==> src/rtl/sram_arbiter_pkg.sv <==
// sram_arbiter_pkg
//   Shared encodings for the SRAM time-slot arbiter:
//   - state_t : sequencer states (IDLE plus the four access phases P0..P3)
//   - OWN_*   : owner codes driven on the arbiter's owner port
//   - helper  : is_arb_state() marks the states in which arbitration happens
package sram_arbiter_pkg;

  typedef enum logic [2:0] {
    ST_IDLE = 3'd0,
    ST_P0   = 3'd1,
    ST_P1   = 3'd2,
    ST_P2   = 3'd3,
    ST_P3   = 3'd4
  } state_t;

  localparam logic [1:0] OWN_NONE = 2'd0;
  localparam logic [1:0] OWN_VID  = 2'd1;
  localparam logic [1:0] OWN_CPU  = 2'd2;
  localparam logic [1:0] OWN_HOST = 2'd3;

  // Arbitration is evaluated while idle and in the last phase of an access,
  // so a new access can start directly after the previous one.
  function automatic logic is_arb_state(state_t s);
    return (s == ST_IDLE) || (s == ST_P3);
  endfunction

endpackage

==> src/rtl/sram_arb_pick.sv <==
// sram_arb_pick
//   Combinational priority selection between the three (already masked)
//   requests, plus the registered host starvation counter.
//   Ports:
//     clk48, rst      clock, synchronous active-high reset
//     arb_en          high in cycles where a grant may be issued
//     vid_req         masked video request
//     cpu_req         masked CPU request
//     host_req        masked host request
//     host_pending    raw host request (clears the counter when low)
//     win             winning owner code (OWN_NONE when nobody requests)
module sram_arb_pick
  import sram_arbiter_pkg::*;
#(
  parameter int STARVE_LIMIT = 8
) (
  input  logic       clk48,
  input  logic       rst,
  input  logic       arb_en,
  input  logic       vid_req,
  input  logic       cpu_req,
  input  logic       host_req,
  input  logic       host_pending,
  output logic [1:0] win
);

  localparam int CW = $clog2(STARVE_LIMIT + 1);
  localparam logic [CW-1:0] LIMIT = CW'(STARVE_LIMIT);

  logic [CW-1:0] starve_cnt;

  // Video always wins. Once the CPU has taken STARVE_LIMIT grants while the
  // host was waiting, the host is moved ahead of the CPU (never of video).
  always_comb begin
    win = OWN_NONE;
    if (vid_req)
      win = OWN_VID;
    else if (host_req && (starve_cnt == LIMIT))
      win = OWN_HOST;
    else if (cpu_req)
      win = OWN_CPU;
    else if (host_req)
      win = OWN_HOST;
  end

  // Counts CPU grants issued while the host is waiting; saturates at the
  // limit and restarts whenever the host is served or stops asking.
  always_ff @(posedge clk48) begin
    if (rst)
      starve_cnt <= '0;
    else if (!host_pending)
      starve_cnt <= '0;
    else if (arb_en && (win == OWN_HOST))
      starve_cnt <= '0;
    else if (arb_en && (win == OWN_CPU) && (starve_cnt != LIMIT))
      starve_cnt <= starve_cnt + 1'b1;
  end

endmodule

==> src/rtl/sram_arbiter.sv <==
// sram_arbiter
//   Time-slot arbiter and sequencer for one asynchronous 512Kx8 SRAM shared by
//   video fetch (read only), the Z80 CPU and a host loader. Each grant runs a
//   fixed 4-phase SRAM cycle (P0 address, P1/P2 write strobe, P3 hold/capture)
//   and finishes with a one-cycle ack and registered read data.
//   Ports:
//     clk48, rst                          clock, synchronous active-high reset
//     vid_req/addr -> vid_ack/rdata       video read port
//     cpu_req/we/addr/wdata -> ack/rdata  CPU port
//     host_req/we/addr/wdata -> ack/rdata host loader port
//     sram_a, sram_d_out, sram_d_oe       SRAM address, write data, data drive
//     sram_d_in                           SRAM data pins, input side
//     sram_we_n                           SRAM write strobe, active low
//     owner                               0 none, 1 video, 2 cpu, 3 host
module sram_arbiter
  import sram_arbiter_pkg::*;
#(
  parameter int AW           = 19,
  parameter int DW           = 8,
  parameter int STARVE_LIMIT = 8
) (
  input  logic          clk48,
  input  logic          rst,
  input  logic          vid_req,
  input  logic [AW-1:0] vid_addr,
  output logic          vid_ack,
  output logic [DW-1:0] vid_rdata,
  input  logic          cpu_req,
  input  logic          cpu_we,
  input  logic [AW-1:0] cpu_addr,
  input  logic [DW-1:0] cpu_wdata,
  output logic          cpu_ack,
  output logic [DW-1:0] cpu_rdata,
  input  logic          host_req,
  input  logic          host_we,
  input  logic [AW-1:0] host_addr,
  input  logic [DW-1:0] host_wdata,
  output logic          host_ack,
  output logic [DW-1:0] host_rdata,
  output logic [AW-1:0] sram_a,
  input  logic [DW-1:0] sram_d_in,
  output logic [DW-1:0] sram_d_out,
  output logic          sram_d_oe,
  output logic          sram_we_n,
  output logic [1:0]    owner
);

  state_t        state, state_next;
  logic [AW-1:0] lat_addr;
  logic          lat_we;
  logic [DW-1:0] lat_wdata;
  logic          arb_en;
  logic          grant;
  logic          m_vid, m_cpu, m_host;
  logic [1:0]    win;

  // Requests seen by the picker: the owner finishing in P3 and any port whose
  // ack is currently high are excluded, so a held req is never double-served.
  always_comb begin
    arb_en = is_arb_state(state);
    m_vid  = arb_en && vid_req  && !vid_ack  && !((state == ST_P3) && (owner == OWN_VID));
    m_cpu  = arb_en && cpu_req  && !cpu_ack  && !((state == ST_P3) && (owner == OWN_CPU));
    m_host = arb_en && host_req && !host_ack && !((state == ST_P3) && (owner == OWN_HOST));
    grant  = (win != OWN_NONE);
  end

  sram_arb_pick #(
    .STARVE_LIMIT(STARVE_LIMIT)
  ) u_pick (
    .clk48       (clk48),
    .rst         (rst),
    .arb_en      (arb_en),
    .vid_req     (m_vid),
    .cpu_req     (m_cpu),
    .host_req    (m_host),
    .host_pending(host_req),
    .win         (win)
  );

  // Phase sequencing: a grant in IDLE or P3 starts P0, otherwise P3 returns
  // to IDLE; the middle phases always advance.
  always_comb begin
    state_next = state;
    unique case (state)
      ST_IDLE: if (grant) state_next = ST_P0;
      ST_P0:   state_next = ST_P1;
      ST_P1:   state_next = ST_P2;
      ST_P2:   state_next = ST_P3;
      ST_P3:   state_next = grant ? ST_P0 : ST_IDLE;
      default: state_next = ST_IDLE;
    endcase
  end

  // State register, owner and request latches. The requester only holds its
  // address/data up to the grant edge, so everything is captured there. The
  // write strobe is registered so it cannot glitch on the SRAM pin; it is low
  // in the cycles following P0 and P1, i.e. exactly during P1 and P2.
  always_ff @(posedge clk48) begin
    if (rst) begin
      state     <= ST_IDLE;
      owner     <= OWN_NONE;
      lat_addr  <= '0;
      lat_we    <= 1'b0;
      lat_wdata <= '0;
      sram_we_n <= 1'b1;
    end else begin
      state     <= state_next;
      sram_we_n <= !(lat_we && ((state == ST_P0) || (state == ST_P1)));
      if (grant) begin
        owner <= win;
        unique case (win)
          OWN_VID: begin
            lat_addr <= vid_addr;
            lat_we   <= 1'b0;
          end
          OWN_CPU: begin
            lat_addr  <= cpu_addr;
            lat_we    <= cpu_we;
            lat_wdata <= cpu_wdata;
          end
          OWN_HOST: begin
            lat_addr  <= host_addr;
            lat_we    <= host_we;
            lat_wdata <= host_wdata;
          end
          default: ;
        endcase
      end else if (state == ST_P3) begin
        owner <= OWN_NONE;
      end
    end
  end

  // Completion: the edge ending P3 raises the owner's ack for one cycle and,
  // for reads, captures the SRAM data into that port's rdata register.
  always_ff @(posedge clk48) begin
    if (rst) begin
      vid_ack    <= 1'b0;
      cpu_ack    <= 1'b0;
      host_ack   <= 1'b0;
      vid_rdata  <= '0;
      cpu_rdata  <= '0;
      host_rdata <= '0;
    end else begin
      vid_ack  <= (state == ST_P3) && (owner == OWN_VID);
      cpu_ack  <= (state == ST_P3) && (owner == OWN_CPU);
      host_ack <= (state == ST_P3) && (owner == OWN_HOST);
      if ((state == ST_P3) && !lat_we) begin
        unique case (owner)
          OWN_VID:  vid_rdata  <= sram_d_in;
          OWN_CPU:  cpu_rdata  <= sram_d_in;
          OWN_HOST: host_rdata <= sram_d_in;
          default: ;
        endcase
      end
    end
  end

  // Video grants clear lat_we, so the data bus is never driven for video.
  assign sram_a     = lat_addr;
  assign sram_d_out = lat_wdata;
  assign sram_d_oe  = lat_we && (state != ST_IDLE);

endmodule
==> config.mk <==
export PLATFORM = sky130hd
export DESIGN_NAME = sram_arbiter
export DESIGN_NICKNAME = d
export VERILOG_FILES = /design/src/rtl/sram_arbiter_pkg.sv /design/src/rtl/sram_arb_pick.sv /design/src/rtl/sram_arbiter.sv
export SDC_FILE = /design/constraint.sdc
export NUM_CORES = 1
export LEC_CHECK = 0
export CORE_MARGIN = 4
export CORE_UTILIZATION = 45
export CTS_BUF_LIST = sky130_fd_sc_hd__clkbuf_4
export CTS_CLUSTER_SIZE = 20
export DETAILED_ROUTE_END_ITERATION = 10
export GPL_ROUTABILITY_DRIVEN = 0
export PLACE_DENSITY_LB_ADDON = 0.08
export SYNTH_ARGS = -nofsm -noshare
export SYNTH_HDL_FRONTEND = slang
export SYNTH_SLANG_ARGS = --single-unit
==> constraint.sdc <==
create_clock -name clk48 -period 5.21 [get_ports clk48]
set_clock_uncertainty 0.2 [all_clocks]
set_input_delay 0.7815 -clock clk48 [delete_from_list [all_inputs] [get_ports clk48]]
set_output_delay 0.7815 -clock clk48 [all_outputs]
set_load 0.005 [all_outputs]
Word level (Yosys, flattened, before mapping)
Cells that the tools add are included.
Widths: inputs -> output; s select.
- input port bits: 88
- output and inout bits: 58
- logic and storage cells: 81
- register bits: 65
- multiplexer cells: 12
- reductions and logical operators: 41
- $add $sub $neg: 1
- bitwise gates (word level): 1
- eq/ne operators: 13
- operators with widths (kind ; number):
    $pmux 19 s3 ; 1
    $logic_and 1x1->1 ; 19
    $pmux 8 s2 ; 1
    $pmux 3 s5 ; 1
    $mux 2 ; 6
    $reduce_and 2->1 ; 5
    $eq 2x2->1 const B ; 4
    $logic_not 1->1 ; 8
    $eq 3x2->1 const B ; 2
    $reduce_bool 2->1 ; 3
    $reduce_bool 3->1 ; 2
    $add 4x1->4 const B ; 1
    $eq 2x1->1 const B ; 2
    $eq 4x4->1 const B ; 1
    $ne 4x4->1 const B ; 1
    $eq 3x1->1 const B ; 1
    $eq 3x3->1 const B ; 1
    $logic_not 3->1 ; 1
    $mux 3 ; 1
    $pmux 1 s3 ; 1
    $reduce_or 3->1 ; 1
    $logic_or 1x1->1 ; 2
    $ne 2x2->1 const B ; 1
    $mux 1 ; 1
    $not 1->1 ; 1

Logic depth before layout (Yosys ltp)
Gate-level depths: netlist of run 1.
- word-level depth: 12
- depth in mapped cells: 8
- mapped depth without buffers: 7

Modules after synthesis
Synthesis of run 1 repeated with hierarchy kept, for this count alone.
- cell total of the unflattened synthesis: 270
- area, all modules: 3054.2 um2
- by module, submodules not included (module ; cells an instance ; area an instance (um2) ; instances ; seq. area each (um2)):
    sram_arbiter ; 233 ; 2741.4 ; 1 ; 1221.2
    sram_arb_pick ; 37 ; 312.8 ; 1 ; 80.1

Worst setup path after synthesis of run 1
Ideal clock, no wire load.
- path type: input-to-reg
- start: input port vid_req
- end: register lat_addr[0], in the netlist sram_a[0]
- data required time: 4.872 ns
- arrival time: 1.983 ns
- setup time: 0.138 ns
- buffers on the path: 1
- slack: 2.889 ns
- stages on the path: 6
- cell sequence: or4b_4 -> a21oi_4 -> nor2_8 -> buf_6 -> a222oi_1 -> a211oi_1
- cells in the longest elaborated chain, start to end: 7
- elaborated cells between the ends (all ways): 11
- classes of those cells: eq/ne (3); mux (2); reduce/logical (6)
- RTL lines (what ; line ; RTL):
    start, declared ; sram_arbiter.sv:24 ; input logic vid_req,
    $logic_and 1x1->1 (*) (3 in a row) ; sram_arbiter.sv:61 ; m_vid = arb_en && vid_req && !vid_ack && !((state == ST_P3) && (owner == OWN_VID));
    $mux 2 (*) ; sram_arb_pick.sv:36 ; if (vid_req)
    $eq 2x1->1 or $eq 2x2->1 (tied branches) ; sram_arbiter.sv:111 ; unique case (win)
    $reduce_bool 3->1 (no source line) ; - ;
    $reduce_and 2->1 (no source line) ; - ;
    end signal, assigned ; sram_arbiter.sv:113 ; lat_addr <= vid_addr;
    end signal, assigned ; sram_arbiter.sv:117 ; lat_addr <= cpu_addr;
    end signal, assigned ; sram_arbiter.sv:122 ; lat_addr <= host_addr;
    end, declared ; sram_arbiter.sv:49 ; logic [AW-1:0] lat_addr;
Mark *: on every way between the ends. The rest lies on a longest branch, timed or not.
A chain may end at the register's enable or synchronous reset.

Worst setup path after layout of run 1
- start: input port cpu_req
- end: register lat_addr[1], in the netlist sram_a[1]
- cells in the longest elaborated chain, start to end: 9
- elaborated cells between the ends (all ways): 13
- classes of those cells: eq/ne (3); mux (4); reduce/logical (6)
- RTL lines (what ; line ; RTL):
    start, declared ; sram_arbiter.sv:28 ; input logic cpu_req,
    $logic_and 1x1->1 (*) (3 in a row) ; sram_arbiter.sv:62 ; m_cpu = arb_en && cpu_req && !cpu_ack && !((state == ST_P3) && (owner == OWN_CPU));
    $mux 2 (*) ; sram_arb_pick.sv:40 ; else if (cpu_req)
    $mux 2 (*) ; sram_arb_pick.sv:38 ; else if (host_req && (starve_cnt == LIMIT))
    $mux 2 (*) ; sram_arb_pick.sv:36 ;
    $eq 2x1->1 or $eq 2x2->1 (tied branches) ; sram_arbiter.sv:111 ;
    $reduce_bool 3->1 (no source line) ; - ;
    $reduce_and 2->1 (no source line) ; - ;
Marked as above.

==> impl_metrics.py, run 1 <==
metrics = {
    "worst_setup_path": {
        "cp_data_required_time_ns": 5.29,
        "reg2reg_depth": 4,
        "cp-start-kind": "primary input",
        "cp_max_fo": 30,
        "cp.arrival_ns": 3.16,
        "crit_type": "in2reg",
        "crit_path_end_kind": "flip-flop",
        "r2r_slack_ns": 2.43,
    },
    "grt": {
        "grt_use_total": 0.219,
        "grt_pass1_wl_mm": 13.2,
        "gr-total-overflow": 0,
        "grt_pass1_vias": 2752,
        "grt_max_degree": 62,
        "grt_antenna_before_repair": 0,
    },
    "timing": {
        "drv_slew": 0,
        "tns_ns": 0,
        "fin_crit_ns": 3.08,
        "rsz0062_at_grt": "no",
        "fmax_ghz": 0.325,
        "maxSlewHeadroom": 0.282,
        "timing.hold.ws_ns": 0.281,
        "final-setup-viol-count": 0,
        "tightest_slew_ns": 1.08,
        "period_share": 0.591,
        "hold_viol": 0,
    },
    "synthesis": {
        "synth_edf_count": 0,
        "ys_ff_latch": 65,
        "async_flop_share": 0,
        "seq_area_frac_synth": 0.449,
        "synth_area_leaders": "dfxtp_1 (45%), a222oi_1 (9.0%), mux2i_1 (8.6%), nor2_1 (7.3%), a211oi_1 (5.2%)",
        "synth_area_per_cell_um2": 10.1,
        "synth_ff_type": "dfxtp_1",
        "yosysTopAreaCell": "dfxtp_1",
        "synth_top_area_share": 0.449,
        "syn_inst": 286,
        "syn_nets": 376,
        "netlist_area_mm2": 0.00290,
        "synth.distinct_cells": 45,
        "yosys_warnings": 0,
    },
    "clocking": {
        "htreeDepth": 3,
        "hold_buffers": 0,
        "max-clock-path-buffers": 2,
        "cts_setup_buffers": 0,
        "path_clk_slew_ns": 0.12,
        "cts_buffers": 9,
        "ctsResizeCount": 0,
        "cts_tree": "yes",
        "cts_root_buf": "clkbuf_4",
        "clock_latency_ns": 0.39,
        "clock-sinks": 65,
    },
    "die": {
        "fp.dieArea_mm2": 0.00779,
        "dieHeight_um": 88.3,
        "std_cell_rows": 28,
        "die_w_um": 88.3,
        "initial_core_util": 0.476,
        "ios": 146,
        "coreArea_mm2": 0.00610,
    },
    "power_and_ir_drop": {
        "power_density_mw_per_mm2": 366,
        "leakagePower_nw": 1.70,
        "vdd_drop_max_mv": 0.252,
    },
    "finish": {
        "antenna_cells": 0,
        "layout-area-overhead-vs-synth_pct": 53.3,
        "most-common-layout-cells": "clkdlybuf4s50_1 (144), dfxtp_1 (65), nor2_1 (56), a222oi_1 (26), mux2i_1 (25)",
        "final_common_cell": "clkdlybuf4s50_1",
        "drive_above_1_share": 0.0735,
        "finalInstanceArea_mm2": 0.00444,
        "fillers": 477,
        "final_net_count": 507,
    },
    "drt": {
        "drt_pass1_iterations": 7,
        "wl_mm": 8.71,
        "drc": 0,
        "viasPerCell": 5.56,
        "final_antenna_net_count": 0,
        "wire_per_inst_um": 17.5,
        "drt_iter0_drc": 201,
        "vias": 2764,
    },
    "hold_path": {
        "hold_depth": 1,
        "min_path_type": "reg2reg",
    },
    "placed_design": {
        "hpwl_mm": 6.25,
        "port_buffers": 145,
        "placed_area_mm2": 0.00429,
    },
    "flow_run": {
        "cap_viol_max_count": 0,
    },
    "outcome": {
        "status": "completed",
    },
}
[critical path: stages]
cell	delay (ns)
clkdlybuf4s50_1	0.51
nor4b_4	0.40
o211a_1	0.87
a222oi_1	0.28
a211oi_1	0.31
[power by group]
part | internal [mW] | switching, mW
sequential | 0.577 | 0.0794
clock | 0.198 | 0.179
combinational | 0.323 | 0.272
[path summary, 6_finish.rpt]
check,from,end
worst min register to register,lat_we$_SDFFE_PP0P_,sram_we_n$_SDFF_PP1_
worst max-delay path,cpu_req,sram_a[1]$_SDFFE_PP0P_
worst min-delay path,lat_we$_SDFFE_PP0P_,sram_we_n$_SDFF_PP1_
worst max register to register,state[1]$_SDFFE_PP0P_,sram_a[1]$_SDFFE_PP0P_
[metal layers]
layer,up-vias,GRT usage,share of wire
li1,1344,-,-
met1,1283,0.258,0.40
met2,123,0.364,0.49
met3,14,0.0745,0.092
met4,0,0.0893,0.022
met5,-,0,0
[cell usage after synthesis (all sizes together), types with 2 or more instances]
| cell | number |
|---|---|
| a21oi | 7 |
| clkbuf | 9 |
| nor3 | 7 |
| a31oi | 2 |
| nand2b | 3 |
| nor4b | 3 |
| nor2 | 57 |
| a211oi | 20 |
| or4b | 2 |
| xnor2 | 2 |
| and2 | 2 |
| a222oi | 26 |
| mux2i | 26 |
| nand3b | 5 |
| nand3 | 4 |
| buf | 16 |
| nand2 | 5 |
| dfxtp | 65 |
| ha | 2 |
| inv | 6 |
[through the flow]
| stage | setup slack (ns) | utilization | cells | power, mW |
|---|---|---|---|---|
| finish | 2.13 | 0.729 | 497 | 1.63 |
| global placement | 1.85 | 0.703 | 481 | 1.25 |
| floorplan | 2.89 | - | 286 | 1.01 |
| detailed placement | 1.78 | 0.703 | 481 | 1.26 |
| global route | 1.99 | 0.729 | 497 | 1.72 |
| CTS | 2.13 | 0.729 | 497 | 1.64 |
[registers in the layout, summed over array words and instances (netlist names)]
name	cells
host_ack	1
sram_a	19
state	3
lat_we	1
cpu_ack	1
host_rdata	8
cpu_rdata	8
sram_d_out	8
owner	2
vid_rdata	8
vid_ack	1
sram_we_n	1
u_pick.starve_cnt	4
[kinds of logic after synthesis]
family / share of synthesized area
flops: 0.449
fa+ha+maj: 0.00863
simple gates: 0.177
buf+inv: 0.0609
compound gates: 0.203
mux: 0.0949
xor+xnor: 0.00604
[cell type report]
| class | count | area, um2 | share of cell area |
|---|---|---|---|
| timing repair buffer | 145 | 1450 | 0.326 |
| multi-input combinational | 190 | 1420 | 0.320 |
| sequential | 65 | 1300 | 0.293 |
| tap | 75 | 93.8 | 0.0211 |
| clock inverter | 6 | 82.6 | 0.0186 |
| clock buffer | 10 | 75.1 | 0.0169 |
| inverter | 6 | 22.5 | 0.00507 |
(Power assumes the default switching activity.)
==> inputs of run 2 (changes only) <==
CORE_UTILIZATION = 37   (was 45)
clock period = 2.5 ns   (was 5.21 ns; I/O delays follow)
==> impl_metrics.py, run 2 (synthesis results as in run 1) <==
metrics = {
    "finish": {
        "most-common-layout-cells": "clkdlybuf4s50_1 (144), dfxtp_1 (63), nor2_1 (56), a222oi_1 (26), mux2i_1 (25)",
        "finalInstanceArea_mm2": 0.00461,
        "regArea_mm2": 0.00130,
        "final_net_count": 520,
        "drive_above_1_share": 0.106,
        "layout-area-overhead-vs-synth_pct": 59.1,
        "fillers": 715,
        "final_common_cell": "clkdlybuf4s50_1",
        "multi_input_area_mm2": 0.00142,
        "largest_reg_flops": 19,
        "antenna_cells": 0,
    },
    "worst_setup_path": {
        "cp_data_required_time_ns": 1.92,
        "path_cells": "nor2_1 -> a21boi_0 -> clkdlybuf4s50_1",
        "crit_path_end_kind": "output pin",
        "cpPeakStageDelay_ns": 0.54,
        "cpMaxStageDelayCell": "clkdlybuf4s50_1",
        "cp_max_fo": 7,
        "crit_type": "reg2out",
        "cp.arrival_ns": 1.72,
        "r2r_slack_ns": 0.25,
        "cp-start-kind": "flip-flop",
    },
    "clocking": {
        "ctsResizeCount": 1,
        "cts_setup_buffers": 0,
        "hold_buffers": 0,
        "cts_root_buf": "clkbuf_4",
        "cts_buffers": 9,
        "htreeDepth": 3,
        "max-clock-path-buffers": 2,
        "cts_tree": "yes",
        "path_clk_slew_ns": 0.13,
        "clock_latency_ns": 0.40,
        "clock-sinks": 65,
    },
    "timing": {
        "fin_crit_ns": 2.30,
        "maxSlewHeadroom": 0.685,
        "timing.hold.ws_ns": 0.230,
        "drv_slew": 0,
        "tightest_slew_ns": 0.471,
        "fmax_ghz": 0.435,
        "period_share": 0.919,
        "final-setup-viol-count": 0,
        "hold_viol": 0,
        "rsz0062_at_grt": "no",
    },
    "outcome": {
        "status": "completed",
    },
    "placed_design": {
        "hpwl_mm": 6.26,
        "port_buffers": 145,
        "placed_area_mm2": 0.00447,
    },
    "drt": {
        "drt_iter0_drc": 216,
        "vias": 2790,
        "wire_per_inst_um": 16.1,
        "drt_pass1_iterations": 8,
        "viasPerCell": 5.20,
        "wl_mm": 8.64,
        "final_antenna_net_count": 0,
        "drc": 0,
    },
    "die": {
        "ios": 146,
        "fp.dieArea_mm2": 0.00932,
        "coreArea_mm2": 0.00769,
        "std_cell_rows": 32,
        "die_w_um": 96.5,
        "dieHeight_um": 96.5,
        "initial_core_util": 0.377,
    },
    "grt": {
        "grt_pass1_wl_mm": 13.4,
        "grt_use_total": 0.188,
        "grt_antenna_before_repair": 0,
        "gr-total-overflow": 0,
        "grt_pass1_vias": 2719,
        "grt_max_degree": 61,
    },
    "power_and_ir_drop": {
        "power_density_mw_per_mm2": 752,
        "power_mw": 3.47,
        "vdd_drop_max_mv": 0.453,
        "leakagePower_nw": 1.77,
    },
    "hold_path": {
        "min_path_type": "in2reg",
    },
    "flow_run": {
        "cap_viol_max_count": 0,
    },
}
-- run 2: changes by cell type in the layout (fill, tap and decap cells not counted) --
cell and delta:
buf_12 +4, clkinvlp_4 +1, bufinv_16 -1, clkbuf_4 -1
inv_6 +3, dfxtp_2 +2, clkinv_2 -2, dfxtp_1 -2
buf_4 +9
-- run 2: cell type report --
type / count / area share
timing repair buffer: 158 / 0.346
tap: 102 / 0.0277
inverter: 6 / 0.00488
sequential: 65 / 0.283
multi-input combinational: 190 / 0.308
clock buffer: 9 / 0.0146
clock inverter: 7 / 0.0165
-- run 2: path summary, 6_finish.rpt --
path,startpoint,end,depth (start not counted)
worst max-delay path,state[0]$_SDFFE_PP0P_,sram_d_oe,3
worst min register to register,lat_we$_SDFFE_PP0P_,sram_we_n$_SDFF_PP1_,1
worst min-delay path,rst,sram_a[4]$_SDFFE_PP0P_,3
worst max register to register,state[1]$_SDFFE_PP0P_,sram_a[16]$_SDFFE_PP0P_,7
-- run 2: worst max-delay path, delay by kind of cell (launching register included) --
family          cells  cell delay, ns
buf+inv             1            0.54
flops               1            0.48
compound gates      1            0.19
simple gates        1            0.11
-- run 2: metal layers --
layer / global-route usage / part of all wire / vias to the layer above
li1: - / - / 1370
met3: 0.0705 / 0.079 / 14
met1: 0.238 / 0.41 / 1312
met5: 0 / 0 / -
met4: 0.0771 / 0.020 / 0
met2: 0.289 / 0.50 / 94
-- run 2: stage by stage --
stage / setup TNS [ns] / std cells / setup slack [ns] / utilization
6_report: 0 / 537 / 0.202 / 0.600
5_1_grt: 0 / 537 / 0.00769 / 0.600
4_1_cts: 0 / 537 / 0.00122 / 0.600
3_5_place_dp: -0.836 / 521 / -0.0721 / 0.581
3_3_place_gp: 0 / 521 / 0.00834 / 0.581
2_1_floorplan: 0 / 286 / 0.444 / -
-- run 2: power breakdown --
part	internal, mW	switching, mW	total, mW
combinational	0.784	0.598	1.38
sequential	1.20	0.149	1.35
clock	0.313	0.421	0.734
